## src/rtl/piso_serializer_pkg.sv

```systemverilog
// Shared types and constants for the parallel-in serial-out serializer.
// The default width is shared with the upstream 4-bit parallel register.
package piso_serializer_pkg;

   localparam int unsigned PISO_WIDTH = 4;

   typedef enum logic {
      IDLE  = 1'b0,
      SHIFT = 1'b1
   } piso_state_e;

endpackage

```

## src/rtl/piso_serializer_hold_reg.sv

```systemverilog
// Single-entry holding buffer that parks the next word while the current one shifts out.
// Owns the buffered word, its full flag, and the upstream ready signal.
module piso_hold_reg #(
   parameter int unsigned WIDTH = 4
) (
   input  logic             clk,
   input  logic             rst,
   input  logic             load_i,
   input  logic             clear_i,
   input  logic [WIDTH-1:0] d_i,
   output logic [WIDTH-1:0] hold_o,
   output logic             hold_full_o,
   output logic             d_ready_o
);

   logic [WIDTH-1:0] hold_q;
   logic             full_q;

   // Load and clear never coincide: a load needs ready, which a full buffer withholds.
   always_ff @(posedge clk or posedge rst) begin
      if (rst) begin
         hold_q <= '0;
         full_q <= 1'b0;
      end else if (load_i) begin
         hold_q <= d_i;
         full_q <= 1'b1;
      end else if (clear_i) begin
         full_q <= 1'b0;
      end
   end

   assign hold_o      = hold_q;
   assign hold_full_o = full_q;
   assign d_ready_o   = !full_q;

endmodule

```

## src/rtl/piso_serializer.sv

```systemverilog
// Parallel-in serial-out stage: accepts words over valid/ready and emits one bit per cycle
// with valid/last framing; a one-word holding buffer lets consecutive words stream gap-free.
module piso_serializer
   import piso_serializer_pkg::*;
#(
   parameter int unsigned WIDTH     = PISO_WIDTH,
   parameter bit          MSB_FIRST = 1'b1
) (
   input  logic             clk,
   input  logic             rst,
   input  logic [WIDTH-1:0] d,
   input  logic             d_valid,
   output logic             d_ready,
   output logic             q,
   output logic             q_valid,
   output logic             q_last,
   output logic             busy
);

   localparam int unsigned     CNT_W    = (WIDTH > 1) ? $clog2(WIDTH) : 1;
   localparam logic [CNT_W-1:0] CNT_LAST = CNT_W'(WIDTH - 1);

   piso_state_e      state_q;
   logic [WIDTH-1:0] sr_q;
   logic [CNT_W-1:0] cnt_q;

   logic [WIDTH-1:0] hold;
   logic             hold_full;
   logic             ready;
   logic             accept;
   logic             shifting;
   logic             last_bit;
   logic             hold_load;
   logic             hold_clear;
   logic [WIDTH-1:0] sr_shift;

   assign shifting   = (state_q == SHIFT);
   assign accept     = d_valid && ready;
   assign last_bit   = shifting && (cnt_q == CNT_LAST);
   assign hold_load  = accept && shifting && !last_bit;
   assign hold_clear = last_bit && hold_full;
   assign sr_shift   = MSB_FIRST ? {sr_q[WIDTH-2:0], 1'b0} : {1'b0, sr_q[WIDTH-1:1]};

   piso_hold_reg #(
      .WIDTH(WIDTH)
   ) u_hold (
      .clk        (clk),
      .rst        (rst),
      .load_i     (hold_load),
      .clear_i    (hold_clear),
      .d_i        (d),
      .hold_o     (hold),
      .hold_full_o(hold_full),
      .d_ready_o  (ready)
   );

   // On the last bit the buffered word wins over a fresh accept; the two cannot both be pending.
   always_ff @(posedge clk or posedge rst) begin
      if (rst) begin
         state_q <= IDLE;
         sr_q    <= '0;
         cnt_q   <= '0;
      end else if (state_q == IDLE) begin
         if (accept) begin
            sr_q    <= d;
            cnt_q   <= '0;
            state_q <= SHIFT;
         end
      end else begin
         if (last_bit) begin
            cnt_q <= '0;
            if (hold_full) begin
               sr_q <= hold;
            end else if (accept) begin
               sr_q <= d;
            end else begin
               sr_q    <= sr_shift;
               state_q <= IDLE;
            end
         end else begin
            sr_q  <= sr_shift;
            cnt_q <= CNT_W'(cnt_q + 1'b1);
         end
      end
   end

   assign d_ready = ready;
   assign q       = shifting && (MSB_FIRST ? sr_q[WIDTH-1] : sr_q[0]);
   assign q_valid = shifting;
   assign q_last  = last_bit;
   assign busy    = shifting || hold_full;

endmodule

```

## config.mk

```make
export PLATFORM = sky130hd
export DESIGN_NAME = piso_serializer
export DESIGN_NICKNAME = d
export VERILOG_FILES = /design/src/rtl/piso_serializer_pkg.sv /design/src/rtl/piso_serializer_hold_reg.sv /design/src/rtl/piso_serializer.sv
export SDC_FILE = /design/constraint.sdc
export NUM_CORES = 1
export LEC_CHECK = 0
export ABC_AREA = 1
export ABC_CLOCK_PERIOD_IN_PS = 1100
export CORE_MARGIN = 5
export CORE_UTILIZATION = 43
export CTS_CLUSTER_SIZE = 10
export DETAILED_ROUTE_END_ITERATION = 8
export PLACE_DENSITY = 0.73
export SETUP_SLACK_MARGIN = 0.5
export SLEW_MARGIN = 20
export SYNTH_ARGS = -nofsm -noshare
export SYNTH_HDL_FRONTEND = slang
export SYNTH_SLANG_ARGS = --single-unit
```

## constraint.sdc

```tcl
create_clock -name clk -period 1.1 [get_ports clk]
set_input_delay 0.22 -clock clk [delete_from_list [all_inputs] [get_ports clk]]
set_output_delay 0.22 -clock clk [all_outputs]
set_load 0.05 [all_outputs]
```

After elaboration in Yosys (flattened, before gate mapping) --
Index checks and enable logic that the tools add are counted.
Storage, ports and cells: bits in registers 12, output and inout bits 5, word-level logic and storage cells 32
Operators by class: add/subtract/negate cells 1, equal/unequal tests 1, muxes and demuxes 14, reduce and logical (&&, ||, !) cells 11
Operator list (count):
- $mux 4 | 5
- $logic_and 1x1->1 | 6
- $mux 1 | 6
- $mux 2 | 3
- $reduce_bool 2->1 | 2
- $add 2x1->2 const B | 1
- $eq 2x2->1 const B | 1
- $logic_not 1->1 | 2
- $logic_or 1x1->1 | 1

Longest topological paths before layout --
depth after elaboration 6, depth in mapped cells 8, mapped depth without buffers 8

Cells and area by module --
A second synthesis with hierarchy kept.
Second synthesis, totals: cells, all modules 92, area total of the unflattened synthesis 654.4 µm²
Modules (own cells, without submodules):
- piso_serializer | times used 1, cells an instance 69, area an instance 461.7 µm², seq. area each 175.2 µm²
- piso_hold_reg | times used 1, cells an instance 23, area an instance 192.7 µm², seq. area each 125.1 µm²

Worst setup path before layout --
OpenSTA, ideal clock, no wires.
path type register -> register, start point register state_q (netlist: q_valid), end point register sr_q[1], data arrival time 1.561 ns, data required time 0.984 ns, slack -0.577 ns, cell stages (with the launch flop) 8, buffers on the path 0, path through dfrtp_1 > nand2_1 > inv_1 > nand2_1 > nand2_1 > nand2_1 > nand2_1 > nand2_1
Between the ends: cells in the longest elaborated chain, start to end 3, elaborated cells between the ends (all ways) 4, classes of those cells 2 x mux; 2 x reduce/logical
RTL lines:
- start, declared | line piso_serializer.sv:23 | piso_state_e state_q;
- start signal, assigned | line piso_serializer.sv:60 | state_q <= IDLE;
- start signal, assigned | line piso_serializer.sv:67 | state_q <= SHIFT;
- start signal, assigned | line piso_serializer.sv:78 | state_q <= IDLE;
- $logic_and 1x1->1 | line piso_serializer.sv:39 | assign last_bit = shifting && (cnt_q == CNT_LAST);
- via q_last | line piso_serializer.sv:16 | output logic q_last,
- $mux 4 | line piso_serializer.sv:70 | if (last_bit) begin
- $mux 4 | line piso_serializer.sv:63 | end else if (state_q == IDLE) begin
- end signal, assigned | line piso_serializer.sv:73 | sr_q <= hold;
- end signal, assigned | line piso_serializer.sv:77 | sr_q <= sr_shift;
- end signal, assigned | line piso_serializer.sv:81 | sr_q <= sr_shift;
- end, declared | line piso_serializer.sv:24 | logic [WIDTH-1:0] sr_q;
The timed path passes the listed nets, and every way through them passes these cells. A chain may end at the register's enable or synchronous reset.

Worst setup path in the final report --
start point register cnt_q[0], end point output port q_last
Between the ends: cells in the longest elaborated chain, start to end 2
RTL lines:
- start, declared | line piso_serializer.sv:25 | logic [CNT_W-1:0] cnt_q;
- start signal, assigned | line piso_serializer.sv:82 | cnt_q <= CNT_W'(cnt_q + 1'b1);
- $eq 2x2->1 | line piso_serializer.sv:39
- $logic_and 1x1->1 | line piso_serializer.sv:39
- end, declared | line piso_serializer.sv:16
No other way between the ends.

==> impl_metrics.json <==
{
  "cts_hold_buf": 0,
  "syn_inst": 86,
  "worstMarginPinSlew_ns": 0.183,
  "firstDrtPassIters": 4,
  "p_int_uw": 2000,
  "crit_fanout": 2,
  "post_drt_wl_per_cell_um": 14.5,
  "peakVddDrop_uv": 1770,
  "dieArea_um2": 2330,
  "grt_overflow_total": 0,
  "p_switching_uw": 1570,
  "ys_ff_latch": 12,
  "die_y_um": 48.3,
  "critPathTopFamily": "flip-flops",
  "critical_path_class": "flip-flop to output pin",
  "ys_warn_count": 0,
  "synth_edf_count": 0,
  "cts.sinks": 12,
  "dp_slack_ns": -0.305,
  "async_reset_ff_frac": 1.00,
  "synth_top_cell_by_area": "dfrtp_1",
  "grt_pass1_wl_um": 3000,
  "netlist_area_um2": 629,
  "diodes": 0,
  "critPathSlowestCell": "dfrtp_1",
  "layout-drive-gt1-share": 0.500,
  "status": "complete, but fails checks",
  "share_comb_of_total_power": 0.665,
  "final_util": 0.857,
  "hold_viol_final": 0,
  "cts_buffers": 3,
  "cp-end-kind": "output pin",
  "fill_cells": 68,
  "required_ns": 0.88,
  "area_delta_synth_final_pct": 83.9,
  "finClkSkew_ns": 0.00285,
  "maxSlewHeadroom": 0.877,
  "power.density_nw_per_um2": 3080,
  "drc_errors": 0,
  "min_period_over_period": 1.32,
  "timing.fmax_ghz": 0.687,
  "drv_cap": 0,
  "path_cells": "ha_4 -> nand2_2 -> clkinvlp_4 -> buf_12",
  "critPathMaxStageDelay_ns": 0.42,
  "switching_share": 0.439,
  "yosysMostFrequentCell": "nand2_1",
  "cts_buffer_depth": 2,
  "pwr-share-seq": 0.232,
  "cts_tree": "built",
  "cts-root-buf": "clkbuf_4",
  "grt_max_degree": 13,
  "cp-start-kind": "flip-flop",
  "ys_seq_area_frac": 0.477,
  "start_util": 0.466,
  "path_buf_inv": 2,
  "syn_nets": 94,
  "drt_iter0_drc": 26,
  "clock_power_share": 0.103,
  "crit_arrival_ns": 1.24,
  "worst_slack_ns": -0.355,
  "path_clk_slew_ns": 0.08,
  "portBuffers": 11,
  "postRouteWirelength_um": 2010,
  "synth_area_per_cell_um2": 7.32,
  "p_total_uw": 3570,
  "antenna_found_initial": 0,
  "finalSetupViolCount": 17,
  "synthTopCellsByArea": "dfrtp_1, nand2_1, nand3_1",
  "rows": 13,
  "grt_use_total": 0.188,
  "period_minus_slack_ns": 1.46,
  "insertion_delay_ns": 0.28,
  "violations": "setup timing",
  "synth_ff_type": "dfrtp_1",
  "dp_hpwl_um": 1170,
  "slew_violations": 0,
  "fin_nets": 133,
  "postRouteAntennaNets": 0,
  "vias": 729,
  "leakagePower_uw": 0.000585,
  "synth_cell_types": 11,
  "core_area_um2": 1350,
  "viasPerCell": 5.24,
  "synth_common_cells": "nand2_1, dfrtp_1, nand3_1",
  "hold_class": "input port to asynchronous set/reset pin",
  "grt_pass1_vias": 696,
  "io_pins": 12,
  "fin_tns_setup_ns": -3.64,
  "rsz0062_at_grt": "true",
  "htree_levels": 1,
  "place.gp.congestion": 0.839,
  "synth.top_cell.area_share": 0.477,
  "die_x_um": 48.3
}
==> routing by layer <==
| metal | global-route usage | vias to the layer above | part of all wire |
|---|---|---|---|
| met5 | 0 | - | 0 |
| met4 | 0.0699 | 0 | 0.013 |
| met3 | 0.0332 | 4 | 0.065 |
| met2 | 0.286 | 26 | 0.45 |
| met1 | 0.264 | 353 | 0.47 |
| li1 | - | 346 | - |
==> path summary, 6_finish.rpt <==
kind	slack (ns)	startpoint	to	cells after the start
min in group clk	0.49	sr_q[1]$_DFFE_PP0P_	sr_q[1]$_DFFE_PP0P_	2
hold / removal	0.21	rst	u_hold.hold_o[1]$_DFFE_PP0P_	3
setup / recovery	-0.36	cnt_q[0]$_DFFE_PP0P_	q_last	4
setup reg to reg	-0.34	cnt_q[0]$_DFFE_PP0P_	sr_q[0]$_DFFE_PP0P_	8
max in group asynchronous	0.72	rst	q_valid$_DFF_PP0_	3
hold reg to reg	0.49	sr_q[1]$_DFFE_PP0P_	sr_q[1]$_DFFE_PP0P_	2
==> worst reg2reg max path, cell delays in order (launching register included) <==
cell and delay, ns:
dfrtp_1 0.42, ha_4 0.18, nand2_2 0.08, clkinvlp_4 0.12
buf_4 0.15, buf_6 0.13, buf_4 0.13, nand2_1 0.06
nand3_1 0.06
==> power by group through the flow <==
stage	Clock, uW	Combinational, uW	Sequential, uW
floorplan	0	972	841
global placement	0	1670	829
detailed placement	0	1690	827
CTS	366	1950	811
global route	403	2580	848
finish	368	2370	826
==> state kept, by name, indices dropped and copies added (netlist names) <==
signal / count
sr_q: 4
cnt_q: 2
q_valid: 1
u_hold.hold_o: 4
u_hold.hold_full_o: 1
==> per-stage QoR <==
step	std cells	hold slack (ns)	cell area (um^2)
2_1_floorplan	86	0.0846	672
3_3_place_gp	123	0.457	933
3_5_place_dp	123	0.465	933
4_1_cts	135	0.215	1040
5_1_grt	139	0.209	1160
6_report	139	0.212	1160
==> timing repair <==
action	in CTS	in global routing
setup endpoints to repair	17	17
pin swaps	4	11
buffers inserted	8	4
gates resized for setup	10	23
==> layout by cell type, fill, tap and decap left out, drive strengths merged <==
master and count:
ha 1, or2 3, nand3 8, clkbuf 4
clkinvlp 2, o21ai 4, nand2 47, clkdlybuf4s50 6
a22o 1, buf 28, inv 5, nor2 3
dfrtp 12
==> cell families after synthesis <==
| family | synth area share |
|---|---|
| and+or+nand+nor | 0.416 |
| AOI/OAI and AO/OA | 0.0457 |
| adders and majority gates | 0.0199 |
| buffers and inverters | 0.0418 |
| DFF | 0.477 |
==> layout make-up <==
class / instances / area (um^2) / area share
Clock buffer: 4 / 36.3 / 0.0314
Inverter: 7 / 43.8 / 0.0378
Timing Repair Buffer: 34 / 359 / 0.310
Tap cell: 15 / 18.8 / 0.0162
Multi-Input combinational cell: 67 / 397 / 0.343
Sequential cell: 12 / 303 / 0.262
Note: power is estimated with default switching activity, not from simulation.
